`src/rtl/dmem_port_arbiter_if.sv`:
```
// dmem_port_arbiter_if: one data-memory style channel (request, accept, response).
// On a requester port "ready" is the yumi and rvalid/rdata carry the routed response.
// On the memory port "ready" is the memory accept and rvalid/rdata the raw memory response.
interface dmem_port_arbiter_if #(
    parameter int ADDR_W = 32,
    parameter int DATA_W = 32
);
    logic              valid;
    logic              wen;
    logic              byte_nw;
    logic [ADDR_W-1:0] addr;
    logic [DATA_W-1:0] wdata;
    logic              ready;
    logic              rvalid;
    logic [DATA_W-1:0] rdata;

    modport master (output valid, wen, byte_nw, addr, wdata,
                    input  ready, rvalid, rdata);
    modport slave  (input  valid, wen, byte_nw, addr, wdata,
                    output ready, rvalid, rdata);
endinterface

```
`src/rtl/dmem_port_arbiter.sv`:
```
// dmem_port_arbiter: shares one data-memory port between the core (port 0) and the
// boot/loader engine (port 1). Round-robin grant with a boot-mode lock, and an in-order
// tag FIFO that steers each memory response back to the port that issued the request.
// Optional grant/conflict statistics are built when DMEM_PORT_ARB_STATS_EN is defined;
// otherwise the counter outputs are tied to zero.
module dmem_port_arbiter #(
    parameter int ADDR_W        = 32,
    parameter int DATA_W        = 32,
    parameter int OUTSTANDING_P = 4
) (
    input  logic                     clk,
    input  logic                     reset,
    input  logic                     boot_mode_i,
    dmem_port_arbiter_if.slave       req0_if,
    dmem_port_arbiter_if.slave       req1_if,
    dmem_port_arbiter_if.master      mem_if,
    output logic                     error_o,
    output logic [31:0]              grant0_cnt_o,
    output logic [31:0]              grant1_cnt_o,
    output logic [31:0]              conflict_cnt_o
);
    localparam int PW = $clog2(OUTSTANDING_P);
    localparam int CW = PW + 1;

    logic          elig0, elig1, both_elig, win_any, win_id;
    logic          accept, push, pop, full, empty, tag_full_eff, head;
    logic          ptr_q, ptr_d;
    logic          error_q, error_d;
    logic [OUTSTANDING_P-1:0] tags_q;
    logic [PW-1:0] wr_q, wr_d, rd_q, rd_d;
    logic [CW-1:0] cnt_q, cnt_d;

    // Eligibility and grant: a lone eligible port wins, a contended grant follows the pointer.
    always_comb begin
        elig0     = req0_if.valid & ~boot_mode_i;
        elig1     = req1_if.valid;
        both_elig = elig0 & elig1;
        win_any   = elig0 | elig1;
        win_id    = both_elig ? ptr_q : elig1;
    end

    // A full FIFO can still take a request when the head pops in the same cycle.
    always_comb begin
        full         = (cnt_q == CW'(OUTSTANDING_P));
        empty        = (cnt_q == '0);
        tag_full_eff = full & ~mem_if.rvalid;
        head         = tags_q[rd_q];
        accept       = mem_if.valid & mem_if.ready;
        push         = accept;
        pop          = mem_if.rvalid & ~empty;
    end

    // Forward the winner's request; fields read zero when nobody is asking.
    always_comb begin
        mem_if.valid   = win_any & ~tag_full_eff;
        mem_if.wen     = 1'b0;
        mem_if.byte_nw = 1'b0;
        mem_if.addr    = '0;
        mem_if.wdata   = '0;
        if (win_any) begin
            if (win_id) begin
                mem_if.wen     = req1_if.wen;
                mem_if.byte_nw = req1_if.byte_nw;
                mem_if.addr    = req1_if.addr;
                mem_if.wdata   = req1_if.wdata;
            end else begin
                mem_if.wen     = req0_if.wen;
                mem_if.byte_nw = req0_if.byte_nw;
                mem_if.addr    = req0_if.addr;
                mem_if.wdata   = req0_if.wdata;
            end
        end
    end

    // Yumi to the winner and response steering by the FIFO head tag, both same-cycle.
    always_comb begin
        req0_if.ready  = accept & ~win_id;
        req1_if.ready  = accept &  win_id;
        req0_if.rvalid = pop & ~head;
        req1_if.rvalid = pop &  head;
        req0_if.rdata  = mem_if.rdata;
        req1_if.rdata  = mem_if.rdata;
    end

    // Next-state for pointer, FIFO indices/count and the sticky error.
    always_comb begin
        ptr_d   = accept ? ~win_id : ptr_q;
        wr_d    = push ? wr_q + PW'(1) : wr_q;
        rd_d    = pop  ? rd_q + PW'(1) : rd_q;
        cnt_d   = cnt_q;
        case ({push, pop})
            2'b10:   cnt_d = cnt_q + CW'(1);
            2'b01:   cnt_d = cnt_q - CW'(1);
            default: cnt_d = cnt_q;
        endcase
        error_d = error_q | (mem_if.rvalid & empty);
    end

    // State registers; reset empties the FIFO and prefers port 0.
    always_ff @(posedge clk) begin
        if (reset) begin
            ptr_q   <= 1'b0;
            wr_q    <= '0;
            rd_q    <= '0;
            cnt_q   <= '0;
            error_q <= 1'b0;
            tags_q  <= '0;
        end else begin
            ptr_q   <= ptr_d;
            wr_q    <= wr_d;
            rd_q    <= rd_d;
            cnt_q   <= cnt_d;
            error_q <= error_d;
            if (push) tags_q[wr_q] <= win_id;
        end
    end

    assign error_o = error_q;

`ifdef DMEM_PORT_ARB_STATS_EN
    logic [31:0] g0_q, g0_d, g1_q, g1_d, cf_q, cf_d;

    // Saturating grant and contention counters.
    always_comb begin
        g0_d = g0_q;
        g1_d = g1_q;
        cf_d = cf_q;
        if (req0_if.ready && g0_q != '1) g0_d = g0_q + 32'd1;
        if (req1_if.ready && g1_q != '1) g1_d = g1_q + 32'd1;
        if (both_elig && accept && cf_q != '1) cf_d = cf_q + 32'd1;
    end

    // Counter registers.
    always_ff @(posedge clk) begin
        if (reset) begin
            g0_q <= '0;
            g1_q <= '0;
            cf_q <= '0;
        end else begin
            g0_q <= g0_d;
            g1_q <= g1_d;
            cf_q <= cf_d;
        end
    end

    assign grant0_cnt_o   = g0_q;
    assign grant1_cnt_o   = g1_q;
    assign conflict_cnt_o = cf_q;
`else
    assign grant0_cnt_o   = '0;
    assign grant1_cnt_o   = '0;
    assign conflict_cnt_o = '0;
`endif
endmodule
```
`src/flat_wrapper.sv`:
```
// flat-port wrapper written by rule: the top's interface ports become plain ports
module dmem_port_arbiter_flat 
#(
    parameter int ADDR_W        = 32,
    parameter int DATA_W        = 32,
    parameter int OUTSTANDING_P = 4
)
  (clk, reset, boot_mode_i, error_o, grant0_cnt_o, grant1_cnt_o, conflict_cnt_o, req0_if_valid, req0_if_wen, req0_if_byte_nw, req0_if_addr, req0_if_wdata, req0_if_ready, req0_if_rvalid, req0_if_rdata, req1_if_valid, req1_if_wen, req1_if_byte_nw, req1_if_addr, req1_if_wdata, req1_if_ready, req1_if_rvalid, req1_if_rdata, mem_if_valid, mem_if_wen, mem_if_byte_nw, mem_if_addr, mem_if_wdata, mem_if_ready, mem_if_rvalid, mem_if_rdata);
  dmem_port_arbiter_if #(.ADDR_W(ADDR_W), .DATA_W(DATA_W)) req0_if_i ();
  dmem_port_arbiter_if #(.ADDR_W(ADDR_W), .DATA_W(DATA_W)) req1_if_i ();
  dmem_port_arbiter_if #(.ADDR_W(ADDR_W), .DATA_W(DATA_W)) mem_if_i ();
  input  logic clk;
  input  logic reset;
  input  logic boot_mode_i;
  output logic error_o;
  output logic [31:0] grant0_cnt_o;
  output logic [31:0] grant1_cnt_o;
  output logic [31:0] conflict_cnt_o;
  input wire logic [$bits(req0_if_i.valid)-1:0] req0_if_valid;
  input wire logic [$bits(req0_if_i.wen)-1:0] req0_if_wen;
  input wire logic [$bits(req0_if_i.byte_nw)-1:0] req0_if_byte_nw;
  input wire logic [$bits(req0_if_i.addr)-1:0] req0_if_addr;
  input wire logic [$bits(req0_if_i.wdata)-1:0] req0_if_wdata;
  output wire logic [$bits(req0_if_i.ready)-1:0] req0_if_ready;
  output wire logic [$bits(req0_if_i.rvalid)-1:0] req0_if_rvalid;
  output wire logic [$bits(req0_if_i.rdata)-1:0] req0_if_rdata;
  input wire logic [$bits(req1_if_i.valid)-1:0] req1_if_valid;
  input wire logic [$bits(req1_if_i.wen)-1:0] req1_if_wen;
  input wire logic [$bits(req1_if_i.byte_nw)-1:0] req1_if_byte_nw;
  input wire logic [$bits(req1_if_i.addr)-1:0] req1_if_addr;
  input wire logic [$bits(req1_if_i.wdata)-1:0] req1_if_wdata;
  output wire logic [$bits(req1_if_i.ready)-1:0] req1_if_ready;
  output wire logic [$bits(req1_if_i.rvalid)-1:0] req1_if_rvalid;
  output wire logic [$bits(req1_if_i.rdata)-1:0] req1_if_rdata;
  output wire logic [$bits(mem_if_i.valid)-1:0] mem_if_valid;
  output wire logic [$bits(mem_if_i.wen)-1:0] mem_if_wen;
  output wire logic [$bits(mem_if_i.byte_nw)-1:0] mem_if_byte_nw;
  output wire logic [$bits(mem_if_i.addr)-1:0] mem_if_addr;
  output wire logic [$bits(mem_if_i.wdata)-1:0] mem_if_wdata;
  input wire logic [$bits(mem_if_i.ready)-1:0] mem_if_ready;
  input wire logic [$bits(mem_if_i.rvalid)-1:0] mem_if_rvalid;
  input wire logic [$bits(mem_if_i.rdata)-1:0] mem_if_rdata;
  assign req0_if_i.valid = req0_if_valid;
  assign req0_if_i.wen = req0_if_wen;
  assign req0_if_i.byte_nw = req0_if_byte_nw;
  assign req0_if_i.addr = req0_if_addr;
  assign req0_if_i.wdata = req0_if_wdata;
  assign req0_if_ready = req0_if_i.ready;
  assign req0_if_rvalid = req0_if_i.rvalid;
  assign req0_if_rdata = req0_if_i.rdata;
  assign req1_if_i.valid = req1_if_valid;
  assign req1_if_i.wen = req1_if_wen;
  assign req1_if_i.byte_nw = req1_if_byte_nw;
  assign req1_if_i.addr = req1_if_addr;
  assign req1_if_i.wdata = req1_if_wdata;
  assign req1_if_ready = req1_if_i.ready;
  assign req1_if_rvalid = req1_if_i.rvalid;
  assign req1_if_rdata = req1_if_i.rdata;
  assign mem_if_valid = mem_if_i.valid;
  assign mem_if_wen = mem_if_i.wen;
  assign mem_if_byte_nw = mem_if_i.byte_nw;
  assign mem_if_addr = mem_if_i.addr;
  assign mem_if_wdata = mem_if_i.wdata;
  assign mem_if_i.ready = mem_if_ready;
  assign mem_if_i.rvalid = mem_if_rvalid;
  assign mem_if_i.rdata = mem_if_rdata;
  dmem_port_arbiter #(.ADDR_W(ADDR_W), .DATA_W(DATA_W), .OUTSTANDING_P(OUTSTANDING_P)) u_core (.clk(clk), .reset(reset), .boot_mode_i(boot_mode_i), .req0_if(req0_if_i), .req1_if(req1_if_i), .mem_if(mem_if_i), .error_o(error_o), .grant0_cnt_o(grant0_cnt_o), .grant1_cnt_o(grant1_cnt_o), .conflict_cnt_o(conflict_cnt_o));
endmodule
```
`config.mk`:
```
export PLATFORM = sky130hd
export DESIGN_NAME = dmem_port_arbiter_flat
export DESIGN_NICKNAME = d
export VERILOG_FILES = /design/src/rtl/dmem_port_arbiter_if.sv /design/src/rtl/dmem_port_arbiter.sv /design/src/flat_wrapper.sv
export SDC_FILE = /design/constraint.sdc
export NUM_CORES = 1
export LEC_CHECK = 0
export ABC_CLOCK_PERIOD_IN_PS = 2590
export CORE_AREA = 10 10 149 151
export DETAILED_ROUTE_END_ITERATION = 16
export DIE_AREA = 0 0 159 161
export HOLD_SLACK_MARGIN = 0.02
export PLACE_DENSITY = 0.68
export SETUP_SLACK_MARGIN = 0.3
export SLEW_MARGIN = 10
export SYNTH_ARGS = -nofsm -noshare
export SYNTH_HDL_FRONTEND = slang
export SYNTH_SLANG_ARGS = --single-unit
```
`constraint.sdc`:
```
create_clock -name clk -period 2.59 [get_ports clk]
set_input_delay 0.518 -clock clk [delete_from_list [all_inputs] [get_ports clk]]
set_output_delay 0.518 -clock clk [all_outputs]
set_load 0.005 [all_outputs]
```
==> flow_results.xml <==
<?xml version="1.0" encoding="UTF-8"?>
<metrics>
  <group name="logic_synthesis">
    <metric name="synth_cells" unit="">478</metric>
    <metric name="synth_top_cell_area_share" unit="%">37.5</metric>
    <metric name="synth_enable_flop_cells" unit="">0</metric>
    <metric name="netlist_area" unit="um2">3200</metric>
    <metric name="post_synth_num_cell_types" unit="">32</metric>
    <metric name="post-synth-top-area-cell" unit="">sky130_fd_sc_hd__buf_4</metric>
    <metric name="syn_avg_cell_area" unit="um2">6.70</metric>
    <metric name="yosysSeqAreaShare" unit="%">8.13</metric>
    <metric name="ys_dominant_reg_cell" unit="">sky130_fd_sc_hd__dfxtp_1</metric>
    <metric name="postSynthRegisterBits" unit="">13</metric>
    <metric name="synth-async-reset-ratio" unit="%">0</metric>
    <metric name="yosys_warnings" unit="">0</metric>
    <metric name="post_synth_main_area_contributors" unit="">sky130_fd_sc_hd__buf_4, sky130_fd_sc_hd__o211ai_1, sky130_fd_sc_hd__o21ai_0</metric>
  </group>
  <group name="power">
    <metric name="power.density_cell_area" unit="nW/um2">305</metric>
    <metric name="power.ir.vdd_worst" unit="uV">473</metric>
    <metric name="power_leakage" unit="uW">0.00217</metric>
  </group>
  <group name="setup_path">
    <metric name="cp_max_fo" unit="">2</metric>
    <metric name="cpPeakStageDelay" unit="ps">540</metric>
    <metric name="critPathRequiredTime" unit="ps">2750</metric>
    <metric name="crit_path_cell_trace" unit="">buf_6 -&gt; or4b_4 -&gt; o211a_4 -&gt; inv_4 -&gt; ha_4 -&gt; inv_2 -&gt; fa_2 -&gt; xor2_2 -&gt; or3_1 -&gt; a21oi_1</metric>
    <metric name="crit_slowest_cell" unit="">sky130_fd_sc_hd__or4b_4</metric>
    <metric name="critical_path_launch_point_type" unit="">input pin</metric>
    <metric name="timing_worst_setup_path_type" unit="">in -&gt; reg</metric>
    <metric name="critPathArrivalTime" unit="ps">2470</metric>
    <metric name="critPathCaptureType" unit="">flop</metric>
  </group>
  <group name="drt">
    <metric name="dr.first_iter.drc_count" unit="">194</metric>
    <metric name="drtAntennaViolNets" unit="">0</metric>
    <metric name="final_wl" unit="um">15000</metric>
    <metric name="detail_route.wl_per_cell" unit="um">16.7</metric>
    <metric name="route.vias.total" unit="">3560</metric>
    <metric name="vias_per_cell" unit="">3.96</metric>
    <metric name="route.detailed.drc" unit="">0</metric>
    <metric name="drt-pass1-iter-count" unit="">4</metric>
  </group>
  <group name="final_layout">
    <metric name="nets" unit="">813</metric>
    <metric name="final_layout_size_suffix_gt1_share" unit="%">23.3</metric>
    <metric name="diodes" unit="">0</metric>
    <metric name="area_growth" unit="%">60.6</metric>
  </group>
  <group name="clock_tree">
    <metric name="cts_hold_repair.buffers" unit="">0</metric>
    <metric name="cts_max_path_buffers" unit="">2</metric>
    <metric name="cts_sink_count" unit="">13</metric>
    <metric name="h_tree_levels" unit="">1</metric>
    <metric name="clock_insertion_delay_worst_skew" unit="ps">240</metric>
    <metric name="cts_tree" unit="">yes</metric>
    <metric name="worst_setup_hold_path_clk_slew" unit="ps">40</metric>
    <metric name="cts-root-buf" unit="">sky130_fd_sc_hd__clkbuf_16</metric>
    <metric name="cts-buffers-inserted" unit="">3</metric>
  </group>
  <group name="place">
    <metric name="place.gp.congestion" unit="">0.784</metric>
    <metric name="placement.setup.worst_slack" unit="ps">-349</metric>
    <metric name="dpl.hpwl" unit="um">11500</metric>
    <metric name="io_buffers" unit="">210</metric>
  </group>
  <group name="die">
    <metric name="initial_core_util" unit="%">16.7</metric>
    <metric name="design.portCount" unit="">403</metric>
    <metric name="chipWidth" unit="um">159</metric>
    <metric name="core_region_area" unit="um2">19200</metric>
    <metric name="fp.dieArea" unit="um2">25600</metric>
    <metric name="die_h" unit="um">161</metric>
    <metric name="rows" unit="">51</metric>
  </group>
  <group name="sta">
    <metric name="finalCritPeriodShare" unit="%">89.2</metric>
    <metric name="skew" unit="ps">5.39</metric>
    <metric name="final.setup.tns" unit="ps">0</metric>
    <metric name="timing.slew.headroom" unit="%">59.7</metric>
    <metric name="fmax" unit="MHz">433</metric>
    <metric name="worst_slew_pin_slew" unit="ps">599</metric>
    <metric name="hold_viol" unit="">0</metric>
    <metric name="fin_ws" unit="ps">281</metric>
    <metric name="finalSetupViolations" unit="">0</metric>
    <metric name="setup_repair_after_global_routing_missed_its_margin" unit="">true</metric>
    <metric name="layout_min_cycle_time" unit="ps">2310</metric>
    <metric name="report.final.slew_viol_count" unit="">0</metric>
  </group>
  <group name="min_path">
    <metric name="hold_class" unit="">reg -&gt; reg</metric>
  </group>
  <group name="grt">
    <metric name="global_route_wire_length_before_repair" unit="um">21800</metric>
    <metric name="antenna_violations_before_repair" unit="">0</metric>
    <metric name="grt_remaining_overflow" unit="">0</metric>
    <metric name="globalRouteTotalUtil" unit="%">10.5</metric>
    <metric name="number_of_global_route_vias_before_repair" unit="">3736</metric>
    <metric name="grt_start_max_net_pins" unit="">39</metric>
  </group>
  <group name="run_status">
    <metric name="run_status" unit="">complete, no violations</metric>
  </group>
  <group name="run">
    <metric name="cap_viol_max_count" unit="">0</metric>
  </group>
</metrics>
[power by group]
part	switching, uW	internal [uW]
clock	82.5	207
combinational	434	548
sequential	47.4	248
total	564	1000
[state kept, by name, indices dropped and copies added, names as in the netlist]
name            cells
u_core.tags_q       4
u_core.wr_q         2
u_core.rd_q         2
u_core.error_o      1
u_core.ptr_q        1
u_core.cnt_q        3
[critical path: cells and delay by family]
family | cells | cell delay, ps
simple gates | 2 | 850
buf+inv | 3 | 180
compound gates | 2 | 290
fa+ha+maj | 2 | 470
xor+xnor | 1 | 160
[repair_timing]
item	4_1_cts	5_1_grt
setup buffers	15	0
pin swaps	7	9
cloned	7	0
hold endpoints to repair	0	0
endpoints found under the setup margin	73	42
gates resized for setup	287	51
[through the flow]
step	total power [uW]	hold WS, ps	area [um2]	std cells	utilization [%]
finish	1570	474	5140	900	26.8
global route	1690	496	5140	900	26.8
CTS	1560	480	5160	900	26.9
detailed placement	1220	468	4910	874	25.6
global placement	1210	461	4910	874	25.6
floorplan	859	449	3580	573	-
[cells in the mapped netlist, types with 3 or more instances]
cell	instances
sky130_fd_sc_hd__xor2_1	4
sky130_fd_sc_hd__nor2b_1	3
sky130_fd_sc_hd__o21ai_0	68
sky130_fd_sc_hd__buf_2	3
sky130_fd_sc_hd__o2111ai_1	4
sky130_fd_sc_hd__o211ai_1	66
sky130_fd_sc_hd__buf_4	160
sky130_fd_sc_hd__mux2i_1	5
sky130_fd_sc_hd__nor2_1	11
sky130_fd_sc_hd__dfxtp_1	13
sky130_fd_sc_hd__clkbuf_1	33
sky130_fd_sc_hd__ha_1	5
sky130_fd_sc_hd__nand2b_1	7
sky130_fd_sc_hd__inv_1	7
sky130_fd_sc_hd__nand2_1	66
sky130_fd_sc_hd__buf_1	3
sky130_fd_sc_hd__a21oi_1	3
[path summary, 6_finish.rpt]
kind                     from          endpoint  slack [ps]  cells after the start
min          u_core.tags_q[1]  u_core.tags_q[1]         470                      2
min reg2reg  u_core.tags_q[1]  u_core.tags_q[1]         470                      2
max             mem_if_rvalid   u_core.cnt_q[2]         280                     10
max reg2reg   u_core.cnt_q[0]   u_core.cnt_q[2]         310                      9
[layout by cell type (no fill, tap or decap), types with 10 or more instances in the layout]
cell / n
sky130_fd_sc_hd__clkdlybuf4s50_1: 135
sky130_fd_sc_hd__conb_1: 96
sky130_fd_sc_hd__o211ai_1: 66
sky130_fd_sc_hd__nand2_1: 64
sky130_fd_sc_hd__buf_2: 52
sky130_fd_sc_hd__o21ai_0: 37
sky130_fd_sc_hd__buf_4: 26
sky130_fd_sc_hd__o21ai_1: 21
sky130_fd_sc_hd__nor2_1: 11
sky130_fd_sc_hd__o21ai_2: 10
[final cells by class]
type,count,area [um2]
Fill cell,2114,14100
Timing Repair Buffer,259,2440
Multi-Input combinational cell,352,1990
Tap cell,265,332
Sequential cell,13,268
Clock buffer,4,78.8
Inverter,7,28.8
[metal layers]
| metal | vias to the layer above | part of all wire (%) | GRT usage (%) |
|---|---|---|---|
| met5 | - | 0 | 0 |
| li1 | 1703 | - | - |
| met4 | 0 | 2.9 | 3.58 |
| met3 | 29 | 12 | 4.78 |
| met1 | 1605 | 37 | 11.2 |
| met2 | 223 | 48 | 17.9 |
[logic make-up (layout without fill, tap and decap cells)]
kind of cell / count (synthesis) / in the layout / share of synthesized area, %
AO/OA/AOI/OAI: 148 / 148 / 29.7
XOR/XNOR: 4 / 4 / 1.09
adder cells (fa/ha/maj): 6 / 6 / 2.58
buffers and inverters: 208 / 270 / 43.7
flip-flops: 13 / 13 / 8.13
multiplexers: 7 / 7 / 2.74
other: 1 / 96 / 0.117
AND/OR/NAND/NOR: 91 / 91 / 11.9
Power figures use the tool's default switching activity.
